--- src/rtl/fetch_pkg.sv ---
// Shared types and helpers for the instruction fetch stage: access-size encodings,
// burst length decode and the fetch FSM state type.
package fetch_pkg;

  localparam logic [1:0] ACCESS_1W  = 2'b00;
  localparam logic [1:0] ACCESS_4W  = 2'b01;
  localparam logic [1:0] ACCESS_8W  = 2'b10;
  localparam logic [1:0] ACCESS_16W = 2'b11;

  typedef enum logic [1:0] {
    IDLE,
    REQ,
    BURST,
    DRAIN
  } fetch_state_t;

  function automatic int unsigned burst_words(input logic [1:0] size);
    case (size)
      ACCESS_1W:  return 1;
      ACCESS_4W:  return 4;
      ACCESS_8W:  return 8;
      default:    return 16;
    endcase
  endfunction

endpackage

--- src/rtl/fetch_fifo.sv ---
// Synchronous instruction buffer of {pc, insn} entries with flush, occupancy and
// free-space outputs. Flush takes priority over a same-cycle push or pop.
module fetch_fifo #(
  parameter int unsigned WIDTH = 64,
  parameter int unsigned DEPTH = 16
) (
  input  logic                     clock,
  input  logic                     reset,
  input  logic                     flush,
  input  logic                     push,
  input  logic [WIDTH-1:0]         push_data,
  input  logic                     pop,
  output logic [WIDTH-1:0]         pop_data,
  output logic [$clog2(DEPTH):0]   count,
  output logic [$clog2(DEPTH):0]   free
);

  localparam int unsigned AW = $clog2(DEPTH);
  localparam int unsigned CW = AW + 1;

  logic [WIDTH-1:0] mem [DEPTH];
  logic [AW-1:0]    wr_ptr;
  logic [AW-1:0]    rd_ptr;
  logic             do_push;
  logic             do_pop;

  always_comb begin
    do_push  = push && !flush;
    do_pop   = pop && !flush && (count != '0);
    pop_data = mem[rd_ptr];
    free     = CW'(DEPTH) - count;
  end

  always_ff @(posedge clock or posedge reset) begin
    if (reset) begin
      wr_ptr <= '0;
      rd_ptr <= '0;
      count  <= '0;
    end else if (flush) begin
      wr_ptr <= '0;
      rd_ptr <= '0;
      count  <= '0;
    end else begin
      if (do_push) wr_ptr <= wr_ptr + 1'b1;
      if (do_pop)  rd_ptr <= rd_ptr + 1'b1;
      count <= count + CW'(do_push) - CW'(do_pop);
    end
  end

  always_ff @(posedge clock) begin
    if (do_push) mem[wr_ptr] <= push_data;
  end

endmodule

--- src/rtl/fetch_unit.sv ---
// Instruction fetch stage: burst-reads memory from the PC, buffers words with their PCs
// and hands them to decode. Optional misaligned-redirect trap: FETCH_ALIGN_CHECK_EN.
module fetch_unit
  import fetch_pkg::*;
#(
  parameter int unsigned           ADDR_WIDTH   = 32,
  parameter int unsigned           DATA_WIDTH   = 32,
  parameter int unsigned           FIFO_DEPTH   = 16,
  parameter logic [1:0]            BURST_SIZE   = 2'b01,
  parameter int unsigned           READ_LATENCY = 1,
  parameter logic [ADDR_WIDTH-1:0] RESET_PC     = 32'h8002_0000
) (
  input  logic                  clock,
  input  logic                  reset,
  output logic [ADDR_WIDTH-1:0] mem_address,
  output logic [1:0]            mem_access_size,
  output logic                  mem_rw,
  output logic                  mem_enable,
  input  logic                  mem_busy,
  input  logic [DATA_WIDTH-1:0] mem_data,
  output logic                  insn_valid,
  input  logic                  insn_ready,
  output logic [DATA_WIDTH-1:0] insn,
  output logic [ADDR_WIDTH-1:0] insn_pc,
  input  logic                  redirect_valid,
  input  logic [ADDR_WIDTH-1:0] redirect_pc,
  output logic                  fetch_error
);

  localparam int unsigned BURST_WORDS = burst_words(BURST_SIZE);
  localparam int unsigned CW          = $clog2(FIFO_DEPTH) + 1;
  localparam int unsigned BEAT_W      = 5;
  localparam int unsigned LAT_W       = (READ_LATENCY > 1) ? $clog2(READ_LATENCY) : 1;
  localparam int unsigned ENTRY_W     = ADDR_WIDTH + DATA_WIDTH;

  fetch_state_t          state_q, state_d;
  logic [ADDR_WIDTH-1:0] pc_q;
  logic [LAT_W-1:0]      lat_q;
  logic [BEAT_W-1:0]     beat_q;

  logic                  accept;
  logic                  beat_now;
  logic                  last_beat;
  logic                  redirect_ok;
  logic                  redirect_bad;
  logic [ADDR_WIDTH-1:0] redirect_target;
  logic                  halt;

  logic                  fifo_push;
  logic                  fifo_pop;
  logic [ENTRY_W-1:0]    fifo_push_data;
  logic [ENTRY_W-1:0]    fifo_pop_data;
  logic [CW-1:0]         fifo_count;
  logic [CW-1:0]         fifo_free;

`ifdef FETCH_ALIGN_CHECK_EN
  logic error_q;

  always_comb begin
    redirect_ok     = redirect_valid && (redirect_pc[1:0] == 2'b00);
    redirect_bad    = redirect_valid && (redirect_pc[1:0] != 2'b00);
    redirect_target = redirect_pc;
    halt            = error_q || redirect_bad;
    fetch_error     = error_q;
  end

  always_ff @(posedge clock or posedge reset) begin
    if (reset)             error_q <= 1'b0;
    else if (redirect_bad) error_q <= 1'b1;
  end
`else
  always_comb begin
    redirect_ok     = redirect_valid;
    redirect_bad    = 1'b0;
    redirect_target = redirect_pc & ~ADDR_WIDTH'(3);
    halt            = 1'b0;
    fetch_error     = 1'b0;
  end
`endif

  // Beats carry no strobe: the latency and beat counters alone say when mem_data is live.
  always_comb begin
    accept    = (state_q == REQ) && !mem_busy;
    beat_now  = (state_q inside {BURST, DRAIN}) && (lat_q == '0);
    last_beat = beat_now && (beat_q == BEAT_W'(BURST_WORDS - 1));
  end

  always_ff @(posedge clock or posedge reset) begin
    if (reset) state_q <= IDLE;
    else       state_q <= state_d;
  end

  // Space for a whole burst is reserved before issuing, so the buffer never overflows.
  always_comb begin
    state_d = state_q;
    case (state_q)
      IDLE: begin
        if (!redirect_ok && !halt && (fifo_free >= CW'(BURST_WORDS))) state_d = REQ;
      end
      REQ: begin
        if (accept)                          state_d = redirect_ok ? DRAIN : BURST;
        else if (redirect_ok || redirect_bad) state_d = IDLE;
      end
      BURST: begin
        if (last_beat)        state_d = IDLE;
        else if (redirect_ok) state_d = DRAIN;
      end
      DRAIN: begin
        if (last_beat) state_d = IDLE;
      end
      default: state_d = IDLE;
    endcase
  end

  always_comb begin
    mem_enable      = 1'b0;
    mem_address     = '0;
    mem_access_size = BURST_SIZE;
    mem_rw          = 1'b0;
    if (state_q == REQ) begin
      mem_enable  = 1'b1;
      mem_address = pc_q;
    end
    insn_valid = (fifo_count != '0);
    insn_pc    = fifo_pop_data[ENTRY_W-1:DATA_WIDTH];
    insn       = fifo_pop_data[DATA_WIDTH-1:0];
  end

  always_ff @(posedge clock or posedge reset) begin
    if (reset) begin
      pc_q   <= RESET_PC;
      lat_q  <= '0;
      beat_q <= '0;
    end else begin
      if (accept) begin
        lat_q  <= LAT_W'(READ_LATENCY - 1);
        beat_q <= '0;
      end else if (state_q inside {BURST, DRAIN}) begin
        if (lat_q != '0) lat_q  <= lat_q - 1'b1;
        else             beat_q <= beat_q + 1'b1;
      end
      if (redirect_ok)
        pc_q <= redirect_target;
      else if ((state_q == BURST) && last_beat)
        pc_q <= pc_q + ADDR_WIDTH'(4 * BURST_WORDS);
    end
  end

  always_comb begin
    fifo_push      = (state_q == BURST) && beat_now && !redirect_ok;
    fifo_pop       = insn_valid && insn_ready && !redirect_ok;
    fifo_push_data = {pc_q + (ADDR_WIDTH'(beat_q) << 2), mem_data};
  end

  fetch_fifo #(
    .WIDTH (ENTRY_W),
    .DEPTH (FIFO_DEPTH)
  ) u_fifo (
    .clock     (clock),
    .reset     (reset),
    .flush     (redirect_ok),
    .push      (fifo_push),
    .push_data (fifo_push_data),
    .pop       (fifo_pop),
    .pop_data  (fifo_pop_data),
    .count     (fifo_count),
    .free      (fifo_free)
  );

endmodule
--- config.mk ---
export PLATFORM = sky130hd
export DESIGN_NAME = fetch_unit
export DESIGN_NICKNAME = d
export VERILOG_FILES = /design/src/rtl/fetch_pkg.sv /design/src/rtl/fetch_fifo.sv /design/src/rtl/fetch_unit.sv
export SDC_FILE = /design/constraint.sdc
export NUM_CORES = 1
export LEC_CHECK = 0
export ABC_AREA = 0
export CAP_MARGIN = 30
export CORE_MARGIN = 4
export CORE_UTILIZATION = 45
export DETAILED_ROUTE_END_ITERATION = 8
export GPL_ROUTABILITY_DRIVEN = 0
export GPL_TIMING_DRIVEN = 0
export PLACE_DENSITY_LB_ADDON = 0.12
export SKIP_CTS_REPAIR_TIMING = 1
export SYNTH_ARGS = -nofsm -noshare
export SYNTH_HDL_FRONTEND = slang
export SYNTH_HIERARCHICAL = 1
export SYNTH_SLANG_ARGS = --single-unit
--- constraint.sdc ---
create_clock -name clock -period 5.05 [get_ports clock]
set_input_delay 1.01 -clock clock [delete_from_list [all_inputs] [get_ports clock]]
set_output_delay 1.01 -clock clock [all_outputs]
set_load 0.03 [all_outputs]
==> results of run 1 <==
-- sequential cells by signal, indices dropped and copies added (netlist names) --
register and count:
state_q 2, u_fifo/count 5, u_fifo/mem 1024, beat_q 5, u_fifo/wr_ptr 4, pc_q 30, u_fifo/rd_ptr 4
-- where the power goes --
part           switching (uW)  internal [uW]
Combinational            1500            978
Sequential               96.2          10100
Clock                    3260           4680
-- worst register-to-register path: stages, from the launching register on --
cell     delay [ns]
dfrtp_1        0.39
buf_1          0.36
nor3b_1        0.37
buf_4          0.24
nor2b_1        0.25
inv_1          0.13
nor3_1         0.39
and2_4         0.76
buf_12         0.32
-- metrics by stage --
stage | util | instances
after floorplan | - | 2374
after global placement | 0.489 | 3801
after detailed placement | 0.495 | 3839
after CTS | 0.532 | 4041
after global routing | 0.533 | 4048
final | 0.533 | 4048
-- worst max path at each step --
stage,startpoint,endpoint,slack (ns),cells past startpoint
CTS,redirect_valid,u_fifo/mem[2][26],0.32,10
floorplan,redirect_valid,u_fifo/mem[0][0],0.64,7
finish,redirect_valid,u_fifo/mem[2][25],0.30,10
detailed placement,redirect_valid,u_fifo/mem[2][26],-0.41,10
global placement,redirect_valid,u_fifo/mem[2][26],-3.10,8
global route,redirect_valid,u_fifo/mem[2][25],0.10,10
-- metal layers --
metal	vias to the layer above	global-route usage	wire [um]
li1	10200	-	-
met1	12100	0.276	44500
met2	718	0.342	51500
met3	165	0.0356	5870
met4	0	0.0556	2560
met5	-	0	0
-- layout by cell type, fill, tap and decap left out, types with 45 or more instances in the layout --
| cell | n |
|---|---|
| o21ai_0 | 84 |
| buf_4 | 45 |
| clkdlybuf4s50_1 | 162 |
| mux4_2 | 128 |
| nand2_1 | 106 |
| clkbuf_16 | 113 |
| clkbuf_1 | 92 |
| edfxtp_1 | 1024 |
| a22oi_1 | 64 |
| dfrtp_1 | 48 |
| mux2i_1 | 260 |
| a221oi_1 | 128 |
-- cell type report --
class                           count  area share
Inverter                           24     0.00178
Multi-Input combinational cell   1130       0.204
Clock buffer                      136      0.0575
Sequential cell                  1074       0.632
Clock inverter                     66      0.0124
Timing Repair Buffer              207      0.0442
Tap cell                         1265      0.0313
Buffer                            146      0.0165
==> impl_metrics.tcl, run 1 <==
set metrics [dict create \
    status "finished, final reports clean" \
    tightest_slew_ns 1.06 \
    slew_violations 0 \
    avgSynthCellArea_um2 18.4 \
    cts_tree "yes" \
    hold_depth 1 \
    cts_htree_levels 3 \
    p_leak_uw 0.0158 \
    vias 23200 \
    timing.rr.end "u_fifo/mem[2][25]" \
    grt_max_degree 42 \
    root_buffer "clkbuf_16" \
    dieArea_mm2 0.101 \
    rows 113 \
    crit_fanout 40 \
    remaining_drc_errors 0 \
    die_x_um 317 \
    crit_path_end_kind "register" \
    area_growth_pct 17.5 \
    worst_r2r_path_depth 8 \
    cts_buffers 109 \
    syn_area_mm2 0.0431 \
    timing.rr.start "state_q[1]" \
    cp_num_buf_inv 6 \
    ant_nets 0 \
    synth_warnings 6 \
    clk_pin_slew_ns 0.06 \
    seq_area_mm2 0.0320 \
    final_area_mm2 0.0506 \
    cp.required_ns 5.40 \
    ir_drop_v 0.000262 \
    hold_violations 0 \
    hold_path_class "reg -> reg" \
    vias_per_cell 5.73 \
    drt_iter0_markers 1742 \
    cts.sinks 1074 \
    critPathMaxStageDelay_ns 0.81 \
    skew_ns 0.0293 \
    critPathKind "in -> reg" \
    cp_top_family "buffers and inverters" \
    power_density_mw_per_mm2 408 \
    final_layout_size_suffix_gt1_frac 0.149 \
    place_area_mm2 0.0471 \
    min_from "beat_q[0]" \
    grt_usage 0.203 \
    regToRegSetupSlack_ns 1.45 \
    wl_per_cell_um 25.8 \
    grt_overflow_total 0 \
    dp_slack_ns -0.406 \
    finalPower_uw 20700 \
    slew_headroom 0.291 \
    grt_pass1_vias 24000 \
    numPortBuffers 162 \
    nNetsFinal 2784 \
    synth_cells 2338 \
    setup_viol 0 \
    start_kind "primary input" \
    critical_path.slowest_cell "clkdlybuf4s50_1" \
    core_area_mm2 0.0950 \
    min_to "beat_q[0]" \
    clkLatencyLatePin_ns 0.68 \
    layout_setup_ws_ns 0.305 \
    max-cap-violations 0 \
    whs_ns 0.559 \
    antenna_found_initial 1 \
    multiInputGateArea_mm2 0.0104 \
    io_pins 171 \
    n_antenna_cell 0 \
    grt_pass1_wl_mm 155 \
    fmax_mhz 211 \
    crit_top_cell "clkbuf_1" \
    routed_wl_mm 104 \
    dp_hpwl_mm 65.1 \
    cp_cell_sequence "clkdlybuf4s50_1 -> clkbuf_1 -> clkbuf_1 -> nor3b_1 -> buf_4 -> nor2b_1 -> inv_1 -> nor3_1 -> and2_4 -> buf_12" \
    filler_cell_count 7554 \
    period_share 0.940 \
    initial_utilization 0.454 \
    die_h_um 317 \
    drtPass1Iterations 5 \
    rsz0062_at_grt "no" \
    critical_path_arrival_ns 5.09 \
    min_period_ns 4.75 \
    clockBufferDepth 3 \
    setup_tns_ns 0 \
]
Note: power is estimated with default switching activity, not from simulation.
==> inputs of run 2 (changes only) <==
- CORE_UTILIZATION: 45 -> 40
- SKIP_LAST_GASP: unset -> 1
- SLEW_MARGIN: unset -> 15
==> run 2 against run 1 <==
Core utilization down 5.9 points. Via count down 0.12%. Power down 1.8%. Clock-buffer cell count up 11. First-iteration DRC count down 5.2%. Global-route usage down 1.2 points. Register-to-register slack about the same. Wire length up 3.6%. Sequential power about the same. Critical path depth unchanged. Worst setup slack worse by 0.067 ns.
==> impl_metrics.tcl, run 2 (synthesis results as in run 1) <==
set metrics [dict create \
    die_x_um 336 \
    top_register "u_fifo/mem" \
    core_area_mm2 0.107 \
    grt_pass1_vias 24400 \
    regToRegSetupSlack_ns 1.46 \
    grt_max_degree 42 \
    dp_slack_ns -0.415 \
    layout_commonest_cell "edfxtp_1" \
    rsz0062_at_grt "no" \
    grt_overflow_total 0 \
    min_period_ns 4.81 \
    dp_hpwl_mm 68.0 \
    power.clock.fraction 0.373 \
    worst_r2r_path_depth 8 \
    io_pins 171 \
    period_share 0.953 \
    antenna_found_initial 1 \
    p_leak_uw 0.0157 \
    crit_fanout 36 \
    initial_utilization 0.403 \
    fmax_mhz 208 \
    clockBufferDepth 3 \
    largest_registers "u_fifo/mem (1024), pc_q (30)" \
    p_comb_frac 0.122 \
    drt_iter0_markers 1652 \
    hold_path_class "reg -> reg" \
    hold_violations 0 \
    layout_common_cells "edfxtp_1, mux2i_1, clkdlybuf4s50_1, a221oi_1, mux4_2" \
    clkLatencyLatePin_ns 0.68 \
    pwr-share-seq 0.505 \
    n_antenna_cell 0 \
    cts.sinks 1074 \
    routed_wl_mm 108 \
    switching_power_uw 4870 \
    vias 23200 \
    vias_per_cell 5.53 \
    setup_tns_ns 0 \
    skew_ns 0.0304 \
    cts_htree_levels 3 \
    critPathKind "in -> reg" \
    nNetsFinal 2783 \
    start_kind "primary input" \
    ant_nets 0 \
    rows 120 \
    clk_pin_slew_ns 0.06 \
    drtPass1Iterations 5 \
    slew_headroom 0.355 \
    remaining_drc_errors 0 \
    filler_cell_count 9069 \
    cts_buffers 113 \
    die_h_um 336 \
    layout_setup_ws_ns 0.238 \
    critical_path_arrival_ns 5.14 \
    grt_usage 0.191 \
    max-cap-violations 0 \
    setup_viol 0 \
    wl_per_cell_um 25.8 \
    dieArea_mm2 0.113 \
    power_density_mw_per_mm2 400 \
    root_buffer "clkbuf_16" \
    cts_tree "yes" \
    internal_power_uw 15400 \
    largest_reg_flops 1024 \
    area_growth_pct 17.7 \
    crit_path_end_kind "register" \
    ir_drop_v 0.000256 \
    tightest_slew_ns 0.968 \
    cp.required_ns 5.38 \
    status "finished, final reports clean" \
    slew_violations 0 \
    final_layout_size_suffix_gt1_frac 0.149 \
    numPortBuffers 162 \
    hold_depth 1 \
    p_sw_frac 0.240 \
    grt_pass1_wl_mm 160 \
]
[run 2: cell types whose count changed in the layout (fill, tap and decap cells not counted), sizes merged]
cell / delta
bufinv: -9
clkbuf: +12
buf: -6
clkinv: +9
clkinvlp: -2
[run 2: final timing paths]
check / from / end
min: beat_q[0] / beat_q[0]
max in group asynchronous: reset / u_fifo/rd_ptr[1]
max reg2reg: state_q[1] / u_fifo/mem[3][24]
min reg2reg: beat_q[0] / beat_q[0]
min in group asynchronous: reset / pc_q[24]
max: redirect_valid / u_fifo/mem[3][24]
[run 2: area by class of cell]
type	count	area [um2]	share of cell area
clock inverters	64	369	0.00728
well taps	1403	1760	0.0346
multi-input cells	1130	10400	0.206
clock buffers	147	3000	0.0591
plain buffers	146	837	0.0165
flip-flops and latches	1074	32000	0.631
inverters	24	90.1	0.00178
repair buffers	202	2220	0.0437
[run 2: worst max-delay path, cell delays in order]
cell	delay (ns)
clkdlybuf4s50_1	0.85
clkbuf_1	0.45
clkbuf_1	0.33
nor3b_1	0.29
buf_2	0.25
nor2b_1	0.29
inv_1	0.13
nor3_1	0.42
and2_4	0.73
buf_12	0.28
[run 2: power by group through the flow]
| stage | Sequential (uW) | Clock, uW | Combinational (uW) |
|---|---|---|---|
| finish | 10200 | 7560 | 2480 |
| global route | 10200 | 8160 | 2690 |
| CTS | 10200 | 7790 | 2510 |
| detailed placement | 10400 | 0 | 2490 |
| global placement | 10400 | 0 | 2380 |
| floorplan | 10400 | 0 | 1540 |
[run 2: routing by layer]
layer / GRT usage / wire (um) / part of all wire / up-vias
li1: - / - / - / 10200
met1: 0.257 / 46600 / 0.43 / 12100
met2: 0.326 / 53600 / 0.50 / 652
met3: 0.0308 / 5810 / 0.054 / 146
met4: 0.0513 / 2080 / 0.019 / 0
met5: 0 / 0 / 0 / -
[run 2: stage by stage]
stage	instances	util	area, um2	power [uW]	hold WS, ns
2_1_floorplan	2374	-	43200	11900	0.492
3_3_place_gp	3939	0.435	46600	12800	0.516
3_5_place_dp	3974	0.441	47200	12900	0.536
4_1_cts	4185	0.473	50600	20500	0.548
5_1_grt	4190	0.474	50700	21100	0.564
6_report	4190	0.474	50700	20300	0.552
==> inputs of run 3 (changes only) <==
- ABC_CLOCK_PERIOD_IN_PS: unset -> 5050
- SETUP_SLACK_MARGIN: unset -> 0.2
==> run 3 against run 2 <==
Maximum frequency up 2.3%. Sequential cell count unchanged. Core utilization about the same. Cell area about the same. Register-to-register slack better by 0.20 ns. Die area unchanged. Cell count about the same. Critical path depth down 4. Largest power group unchanged.
==> impl_metrics.tcl, run 3 (synthesis results as in run 1) <==
set metrics [dict create \
    fmax_mhz 213 \
    pwr-share-seq 0.504 \
    top_register "u_fifo/mem" \
    io_pins 171 \
    layout_common_cells "edfxtp_1, mux2i_1, clkdlybuf4s50_1, a221oi_1, mux4_2" \
    critPathKind "reg -> out" \
    max-cap-violations 0 \
    timing.rr.end "u_fifo/mem[0][24]" \
    final_layout_size_suffix_gt1_frac 0.152 \
    place_area_mm2 0.0472 \
    period_share 0.931 \
    initial_utilization 0.403 \
    largest_reg_flops 1024 \
    cp.required_ns 4.04 \
    p_comb_frac 0.123 \
    p_leak_uw 0.0158 \
    core_area_mm2 0.107 \
    drtPass1Iterations 5 \
    rsz0062_at_grt "no" \
    tightest_slew_ns 0.966 \
    slew_headroom 0.356 \
    n_antenna_cell 0 \
    clk_pin_slew_ns 0.06 \
    area_growth_pct 17.8 \
    slew_violations 0 \
    hold_violations 0 \
    nNetsFinal 2787 \
    crit_fanout 10 \
    clkLatencyLatePin_ns 0.68 \
    setup_viol 0 \
    cts_buffers 113 \
    min_period_ns 4.70 \
    dp_hpwl_mm 68.0 \
    internal_power_uw 15400 \
    cts.sinks 1074 \
    numPortBuffers 162 \
    die_x_um 336 \
    grt_usage 0.191 \
    remaining_drc_errors 0 \
    utilization 0.474 \
    wl_per_cell_um 26.2 \
    regToRegSetupSlack_ns 1.66 \
    clockBufferDepth 3 \
    crit_path_end_kind "output pin" \
    worst_r2r_path_depth 8 \
    largest_registers "u_fifo/mem (1024), pc_q (30)" \
    skew_ns 0.0294 \
    ir_drop_v 0.000259 \
    drt_iter0_markers 1839 \
    status "finished, final reports clean" \
    rows 120 \
    die_h_um 336 \
    cts_htree_levels 3 \
    dp.cells 3974 \
    final_area_mm2 0.0508 \
    switching_power_uw 4890 \
    grt_pass1_vias 24400 \
    grt_max_degree 42 \
    timing.rr.start "state_q[1]" \
    hold_path_class "reg -> reg" \
    grt_overflow_total 0 \
    antenna_found_initial 1 \
    cts_tree "yes" \
    setup_tns_ns 0 \
    layout_commonest_cell "edfxtp_1" \
    hold_depth 2 \
    instances_no_fill 4194 \
    routed_wl_mm 110 \
    power.clock.fraction 0.373 \
    p_sw_frac 0.241 \
    dieArea_mm2 0.113 \
    root_buffer "clkbuf_16" \
    power_density_mw_per_mm2 400 \
    start_kind "register" \
    critical_path_arrival_ns 3.69 \
    whs_ns 0.548 \
    min_to "pc_q[31]" \
    vias 23300 \
    grt_pass1_wl_mm 160 \
    vias_per_cell 5.57 \
    min_from "pc_q[31]" \
    ant_nets 0 \
]
run 3: critical path: stages (launching register included):
cell             delay (ns)
dfrtp_1                0.46
buf_2                  0.40
buf_1                  0.77
mux4_2                 0.43
a22oi_1                0.17
nand2_1                0.15
clkdlybuf4s50_1        0.64
run 3: metal layers:
metal / share of wire / track usage
met4: 0.019 / 0.0513
met1: 0.44 / 0.257
met5: 0 / 0
met3: 0.050 / 0.0308
met2: 0.50 / 0.326
run 3: through the flow:
stage	total power (uW)	setup slack (ns)
CTS	20500	0.274
finish	20300	0.346
global route	21100	0.208
global placement	12800	-3.03
floorplan	11900	0.637
detailed placement	12900	-0.415
run 3: how the worst max path moves through the flow:
stage,cells after the start,slack (ns),to,startpoint
after floorplan,7,0.64,u_fifo/mem[0][0],redirect_valid
after global placement,8,-3.03,u_fifo/mem[11][25],redirect_valid
after detailed placement,10,-0.42,u_fifo/mem[0][25],redirect_valid
after CTS,6,0.27,insn_pc[22],u_fifo/rd_ptr[1]
after global routing,5,0.21,insn_pc[21],u_fifo/rd_ptr[2]
final,6,0.35,insn_pc[22],u_fifo/rd_ptr[1]
run 3: power by group through the flow:
stage	combinational, uW	clock, uW	sequential, uW
after floorplan	1540	0	10400
after global placement	2380	0	10400
after detailed placement	2490	0	10400
after CTS	2510	7790	10200
after global routing	2710	8160	10200
final	2500	7560	10200
run 3: area by class of cell:
| type | count | area (um2) |
|---|---|---|
| well taps | 1403 | 1760 |
| clock inverters | 64 | 369 |
| repair buffers | 202 | 2220 |
| clock buffers | 147 | 3000 |
| multi-input cells | 1134 | 10500 |
| inverters | 24 | 90.1 |
| fillers | 9070 | 56300 |
| flip-flops and latches | 1074 | 32000 |
| plain buffers | 146 | 841 |
